==> src/rtl/pulse_freq_meter_if.sv <==
// Purpose: control/report bundle for pulse_freq_meter (enable + tick in, report out).
// Latency: n/a (signal bundle only).
// Backpressure: none; the report is a one-cycle strobe with held data.
// Ports: enable, tick_in (master -> slave); freq_hz, freq_valid, overflow, busy (slave -> master).
interface pulse_freq_meter_if #(
  parameter int unsigned WIDTH = 26
);
  logic             enable;
  logic             tick_in;
  logic [WIDTH-1:0] freq_hz;
  logic             freq_valid;
  logic             overflow;
  logic             busy;

  modport master (
    output enable,
    output tick_in,
    input  freq_hz,
    input  freq_valid,
    input  overflow,
    input  busy
  );

  modport slave (
    input  enable,
    input  tick_in,
    output freq_hz,
    output freq_valid,
    output overflow,
    output busy
  );
endinterface

==> src/rtl/pulse_freq_meter.sv <==
// Purpose: counts rising edges of tick_in over back-to-back GATE_CYCLES windows.
// Latency: report strobes GATE_CYCLES+1 clocks after enable is first sampled high, then every GATE_CYCLES.
// Backpressure: none; freq_valid is a single-cycle strobe, freq_hz/overflow hold until the next report.
// Ports: clk, rst (sync, active-high); bus.enable, bus.tick_in in;
//        bus.freq_hz, bus.freq_valid, bus.overflow, bus.busy out (all registered).
module pulse_freq_meter #(
  parameter int unsigned CLK_HZ      = 100_000_000,
  parameter int unsigned GATE_CYCLES = 100_000_000,
  parameter int unsigned WIDTH       = 26
) (
  input  logic              clk,
  input  logic              rst,
  pulse_freq_meter_if.slave bus
);

  localparam int unsigned      GW         = $clog2(GATE_CYCLES);
  localparam logic [GW-1:0]    GATE_LAST  = GW'(GATE_CYCLES - 1);
  localparam logic [WIDTH-1:0] CNT_MAX    = {WIDTH{1'b1}};

  localparam logic [0:0] ST_IDLE    = 1'b0;
  localparam logic [0:0] ST_MEASURE = 1'b1;

  logic             s1;
  logic             s2;
  logic             s3;
  logic             rise;
  logic [0:0]       state;
  logic [GW-1:0]    gate_cnt;
  logic [WIDTH-1:0] edge_cnt;
  logic             sat;
  logic             at_max;
  logic             terminal;

  // s1/s2 synchronize the asynchronous input, s3 delays s2 for edge detection.
  assign rise     = s2 & ~s3;
  assign at_max   = (edge_cnt == CNT_MAX);
  assign terminal = (gate_cnt == GATE_LAST);

  always_ff @(posedge clk) begin
    if (rst) begin
      s1             <= 1'b0;
      s2             <= 1'b0;
      s3             <= 1'b0;
      state          <= ST_IDLE;
      gate_cnt       <= '0;
      edge_cnt       <= '0;
      sat            <= 1'b0;
      bus.freq_hz    <= '0;
      bus.freq_valid <= 1'b0;
      bus.overflow   <= 1'b0;
      bus.busy       <= 1'b0;
    end else begin
      // The edge pipeline runs in every state, so s3 already tracks s2 when a
      // window opens and no stale edge is seen on entry.
      s1             <= bus.tick_in;
      s2             <= s1;
      s3             <= s2;
      bus.freq_valid <= 1'b0;

      case (state)
        ST_IDLE: begin
          gate_cnt <= '0;
          edge_cnt <= '0;
          sat      <= 1'b0;
          // A rise during this transition cycle is intentionally dropped.
          if (bus.enable) begin
            state    <= ST_MEASURE;
            bus.busy <= 1'b1;
          end
        end

        ST_MEASURE: begin
          if (!bus.enable) begin
            // Abort: discard the partial window, keep the previous report.
            state    <= ST_IDLE;
            bus.busy <= 1'b0;
            gate_cnt <= '0;
            edge_cnt <= '0;
            sat      <= 1'b0;
          end else if (terminal) begin
            // Fold the terminal-cycle rise into the closing window so the
            // next window starts clean and no edge straddles the boundary.
            bus.freq_hz    <= at_max ? CNT_MAX : edge_cnt + WIDTH'(rise);
            bus.overflow   <= sat | (rise & at_max);
            bus.freq_valid <= 1'b1;
            gate_cnt       <= '0;
            edge_cnt       <= '0;
            sat            <= 1'b0;
          end else begin
            gate_cnt <= gate_cnt + GW'(1);
            if (rise) begin
              // Saturation means an edge arrived that could not be counted.
              if (at_max) begin
                sat <= 1'b1;
              end else begin
                edge_cnt <= edge_cnt + WIDTH'(1);
              end
            end
          end
        end

        default: begin
          state <= ST_IDLE;
        end
      endcase
    end
  end

endmodule
==> src/flat_wrapper.sv <==
// flat-port wrapper written by rule: the top's interface ports become plain ports
module pulse_freq_meter_flat 
#(
  parameter int unsigned CLK_HZ      = 100_000_000,
  parameter int unsigned GATE_CYCLES = 100_000_000,
  parameter int unsigned WIDTH       = 26
)
  (clk, rst, bus_enable, bus_tick_in, bus_freq_hz, bus_freq_valid, bus_overflow, bus_busy);
  pulse_freq_meter_if #(.WIDTH(WIDTH)) bus_i ();
  input  logic clk;
  input  logic rst;
  input wire logic [$bits(bus_i.enable)-1:0] bus_enable;
  input wire logic [$bits(bus_i.tick_in)-1:0] bus_tick_in;
  output wire logic [$bits(bus_i.freq_hz)-1:0] bus_freq_hz;
  output wire logic [$bits(bus_i.freq_valid)-1:0] bus_freq_valid;
  output wire logic [$bits(bus_i.overflow)-1:0] bus_overflow;
  output wire logic [$bits(bus_i.busy)-1:0] bus_busy;
  assign bus_i.enable = bus_enable;
  assign bus_i.tick_in = bus_tick_in;
  assign bus_freq_hz = bus_i.freq_hz;
  assign bus_freq_valid = bus_i.freq_valid;
  assign bus_overflow = bus_i.overflow;
  assign bus_busy = bus_i.busy;
  pulse_freq_meter #(.CLK_HZ(CLK_HZ), .GATE_CYCLES(GATE_CYCLES), .WIDTH(WIDTH)) u_core (.clk(clk), .rst(rst), .bus(bus_i));
endmodule
==> config.mk <==
export PLATFORM = sky130hd
export DESIGN_NAME = pulse_freq_meter_flat
export DESIGN_NICKNAME = d
export VERILOG_FILES = /design/src/rtl/pulse_freq_meter_if.sv /design/src/rtl/pulse_freq_meter.sv /design/src/flat_wrapper.sv
export SDC_FILE = /design/constraint.sdc
export NUM_CORES = 1
export LEC_CHECK = 0
export BUFFER_PORTS_ARGS = -buffer_cell sky130_fd_sc_hd__buf_2
export CAP_MARGIN = 20
export CORE_AREA = 5 5 86 88
export CTS_CLUSTER_SIZE = 10
export DETAILED_ROUTE_END_ITERATION = 16
export DIE_AREA = 0 0 91 93
export PLACE_DENSITY = 0.93
export SYNTH_ARGS = -nofsm -noshare
export SYNTH_HDL_FRONTEND = slang
export SYNTH_SLANG_ARGS = --single-unit
==> constraint.sdc <==
create_clock -name clk -period 3.7 [get_ports clk]
set_clock_uncertainty 0.1 [all_clocks]
set_input_delay 0 -clock clk [delete_from_list [all_inputs] [get_ports clk]]
set_output_delay 0 -clock clk [all_outputs]
set_load 0.05 [all_outputs]
==> run_results.csv <==
group,metric,value,unit
final_layout,final_cells,578,
power_and_ir_drop,p_sw,379,µW
place,dp_hpwl,6220,µm
routing,dr_wl_met3,420,µm
critical_path,cpMaxStageDelayCell,"and4_1",
clocking,cts_buffer_depth,2,
sta,tightest_slew,0.866,ns
power_and_ir_drop,p_leak,0.00162,µW
synthesis,synth_compound_area_share,13.2,%
grt,antenna_found_initial,0,
synthesis,synth_simple_gate_area_share,26.4,%
sta,clock.fmax,364,MHz
clocking,clk_latency,0.37,ns
final_layout,final_nets,502,
synthesis,synthMuxAreaShare,0.498,%
final_layout,drive_gt1_share,12.9,%
routing,route.top_layer_used,"met4",
critical_path,path_max_fanout,18,
clocking,cts_tree,"yes",
run_status,status,"finished, final reports clean",
clocking,htree_levels,3,
die,initial_utilization,61.2,%
final_layout,reg_top3,"u_core.gate_cnt x27, u_core.bus.freq_hz x26, u_core.edge_cnt x26",
synthesis,ys.flop_type,"dfxtp_1",
clocking,cts.clk_slew.worst_paths,0.09,ns
sta,slew_headroom,41.7,%
die,pin_count,33,
die,core,6570,µm²
place,io_buffer_count,32,
grt,grt-ovfl-total,0,
power_and_ir_drop,seqPwrFrac,57.1,%
power_and_ir_drop,switching_share,23.0,%
routing,drc_errors,0,
place,dp_cells,560,
synthesis,synth_xor_area_share,12.2,%
synthesis,yosys-top-cells-area,"dfxtp_1 (43%), xor2_1 (7.8%), nor2_1 (5.9%)",
routing,wl_met1,3720,µm
synthesis,synthCells,464,
sta,rsz0062_at_grt,"no",
final_layout,fin_area,4440,µm²
die,die_area,8460,µm²
clocking,numCtsBuffers,9,
die,die_w,91,µm
synthesis,synth-seq-area-share,43.3,%
routing,drt_iter0_drc,333,
grt,track_usage,21.7,%
synthesis,syn_nets,473,
sta,hold_viol,0,
critical_path,worstPathArrival,2.94,ns
power_and_ir_drop,pwr-share-comb,2.1,%
synthesis,async_flop_share,0,%
routing,via_per_inst,6.06,
clocking,post_cts_resized,0,
routing,ant_nets,0,
synthesis,synth_edf_count,0,
place,placedInstanceArea,4230,µm²
power_and_ir_drop,powerDensity,371,nW/µm²
sta,fin_crit_sh,74.3,%
critical_path,critical_path_class,"reg -> reg",
sta,fin_ws,0.949,ns
routing,totalWireLength,9000,µm
power_and_ir_drop,clkPwrFrac,40.7,%
run,drv_cap,0,
grt,grt_pass1_vias,3329,
sta,final.min_clock_period,2.75,ns
sta,finalSetupTns,0,ns
synthesis,synth_top_family_by_area,"simple AND/OR/NAND/NOR gates",
final_layout,syn_to_final_growth,10.6,%
synthesis,synth_top_area_cell,"dfxtp_1",
clocking,clock-root-buffer,"clkbuf_8",
final_layout,largest_register,"u_core.gate_cnt",
critical_path,startpoint_type,"flip-flop",
synthesis,synth_warnings,0,
sta,setup_viol,0,
synthesis,synth.avg_cell_area,8.66,µm²
critical_path,path_cells,"ha_1 -> nand3_1 -> nor4_1 -> and4_1 -> buf_4 -> o21bai_1 -> a21oi_1",
die,std_cell_rows,30,
worst_hold_path,hold_path_class,"in -> reg",
die,die_h,93,µm
routing,dr.pass1.iters,5,
synthesis,synth-seq-cells,87,
power_and_ir_drop,p_int,1270,µW
sta,hold_ws,0.00710,ns
synthesis,synthTopCellsByCount,"dfxtp_1 (87), nor2_1 (63), a21oi_1 (38), xor2_1 (36), nand2_1 (31)",
synthesis,synth_adder_area_share,1.56,%
synthesis,synth_top_area_share,43.3,%
final_layout,diodes,0,
clocking,clock-sinks,87,
synthesis,synth_most_common_cell,"dfxtp_1",
synthesis,synth_area,4020,µm²
critical_path,crit_path_max_incr_delay,0.75,ns
routing,route.met2.wl,4590,µm
grt,grt_max_degree,35,
final_layout,largest_reg_flops,27,
grt,grt_pass1_wl,15200,µm
synthesis,synth_cell_types,44,
sta,finalMaxSlewViolations,0,
critical_path,end_kind,"flip-flop",
routing,dr_total_vias,3500,
routing,avgRoutedWirePerCell,15.6,µm
critical_path,crit_required,3.88,ns
place,place_ws,1.03,ns
clocking,cts_setup_buffers,0,
power_and_ir_drop,ir_worst_vdd,0.275,mV
final_layout,final.fill_count,480,
place,gp_congestion,0.854,
-- metal layers --
| layer | vias up | global-route usage, % |
|---|---|---|
| li1 | 1693 | - |
| met1 | 1688 | 24.7 |
| met2 | 91 | 38.1 |
| met3 | 28 | 4.59 |
| met4 | 0 | 11.4 |
| met5 | - | 0 |
-- through the flow --
step | power, µW | util [%]
detailed placement | 996 | 64.4
finish | 1650 | 67.7
CTS | 1650 | 67.7
floorplan | 988 | -
global placement | 995 | 64.4
global route | 1700 | 67.7
-- cell usage in the layout, fill, tap and decap left out, drive strengths merged, types with 12 or more instances in the layout --
master  Yosys  layout
a21oi      38      38
buf         6      37
dfxtp      87      87
nand2      31      31
nand3      24      24
nand4      19      19
nor2       64      64
o21ai      12      12
o21bai     22      22
or3        13      13
xnor2      20      20
xor2       36      36
-- power by group through the flow --
stage | Sequential [µW] | Clock [µW] | Combinational [µW]
after floorplan | 966 | 0 | 21.3
after global placement | 963 | 0 | 32.0
after detailed placement | 963 | 0 | 33.4
after CTS | 941 | 676 | 35.3
after global routing | 942 | 721 | 37.5
final | 941 | 671 | 35.3
-- cells by family after synthesis --
logic type	after synthesis
fa+ha+maj	5
xor+xnor	56
compound gates	86
buf+inv	26
mux	2
flops	87
simple gates	202
-- final cells by class --
type / instances / area (µm²) / area share (%)
Timing Repair Buffer: 39 / 218 / 4.90
Tap cell: 80 / 100 / 2.25
Inverter: 5 / 18.8 / 0.422
Clock inverter: 6 / 68.8 / 1.55
Sequential cell: 87 / 1740 / 39.2
Multi-Input combinational cell: 351 / 2170 / 48.8
Clock buffer: 10 / 128 / 2.87
-- final timing paths --
check	start	endpoint	slack, ns	cells past startpoint
worst max-delay path	u_core.gate_cnt[0]	u_core.bus.freq_hz[3]	0.95	7
worst min-delay path	rst	u_core.s2	0.007	2
worst max register to register	u_core.gate_cnt[0]	u_core.bus.freq_hz[3]	0.95	7
worst min register to register	u_core.s1	u_core.s2	0.35	1
-- what timing repair did --
item	CTS	global route
hold endpoints to repair	3	0
hold buffers	2	0
setup endpoints to repair	0	0
-- worst max-delay path, delay by kind of cell, from the launching register on --
family / cells / cell delay, ns
buf+inv: 1 / 0.31
flops: 1 / 0.38
fa+ha+maj: 1 / 0.24
simple gates: 3 / 1.39
compound gates: 2 / 0.25
(Power assumes the default switching activity.)
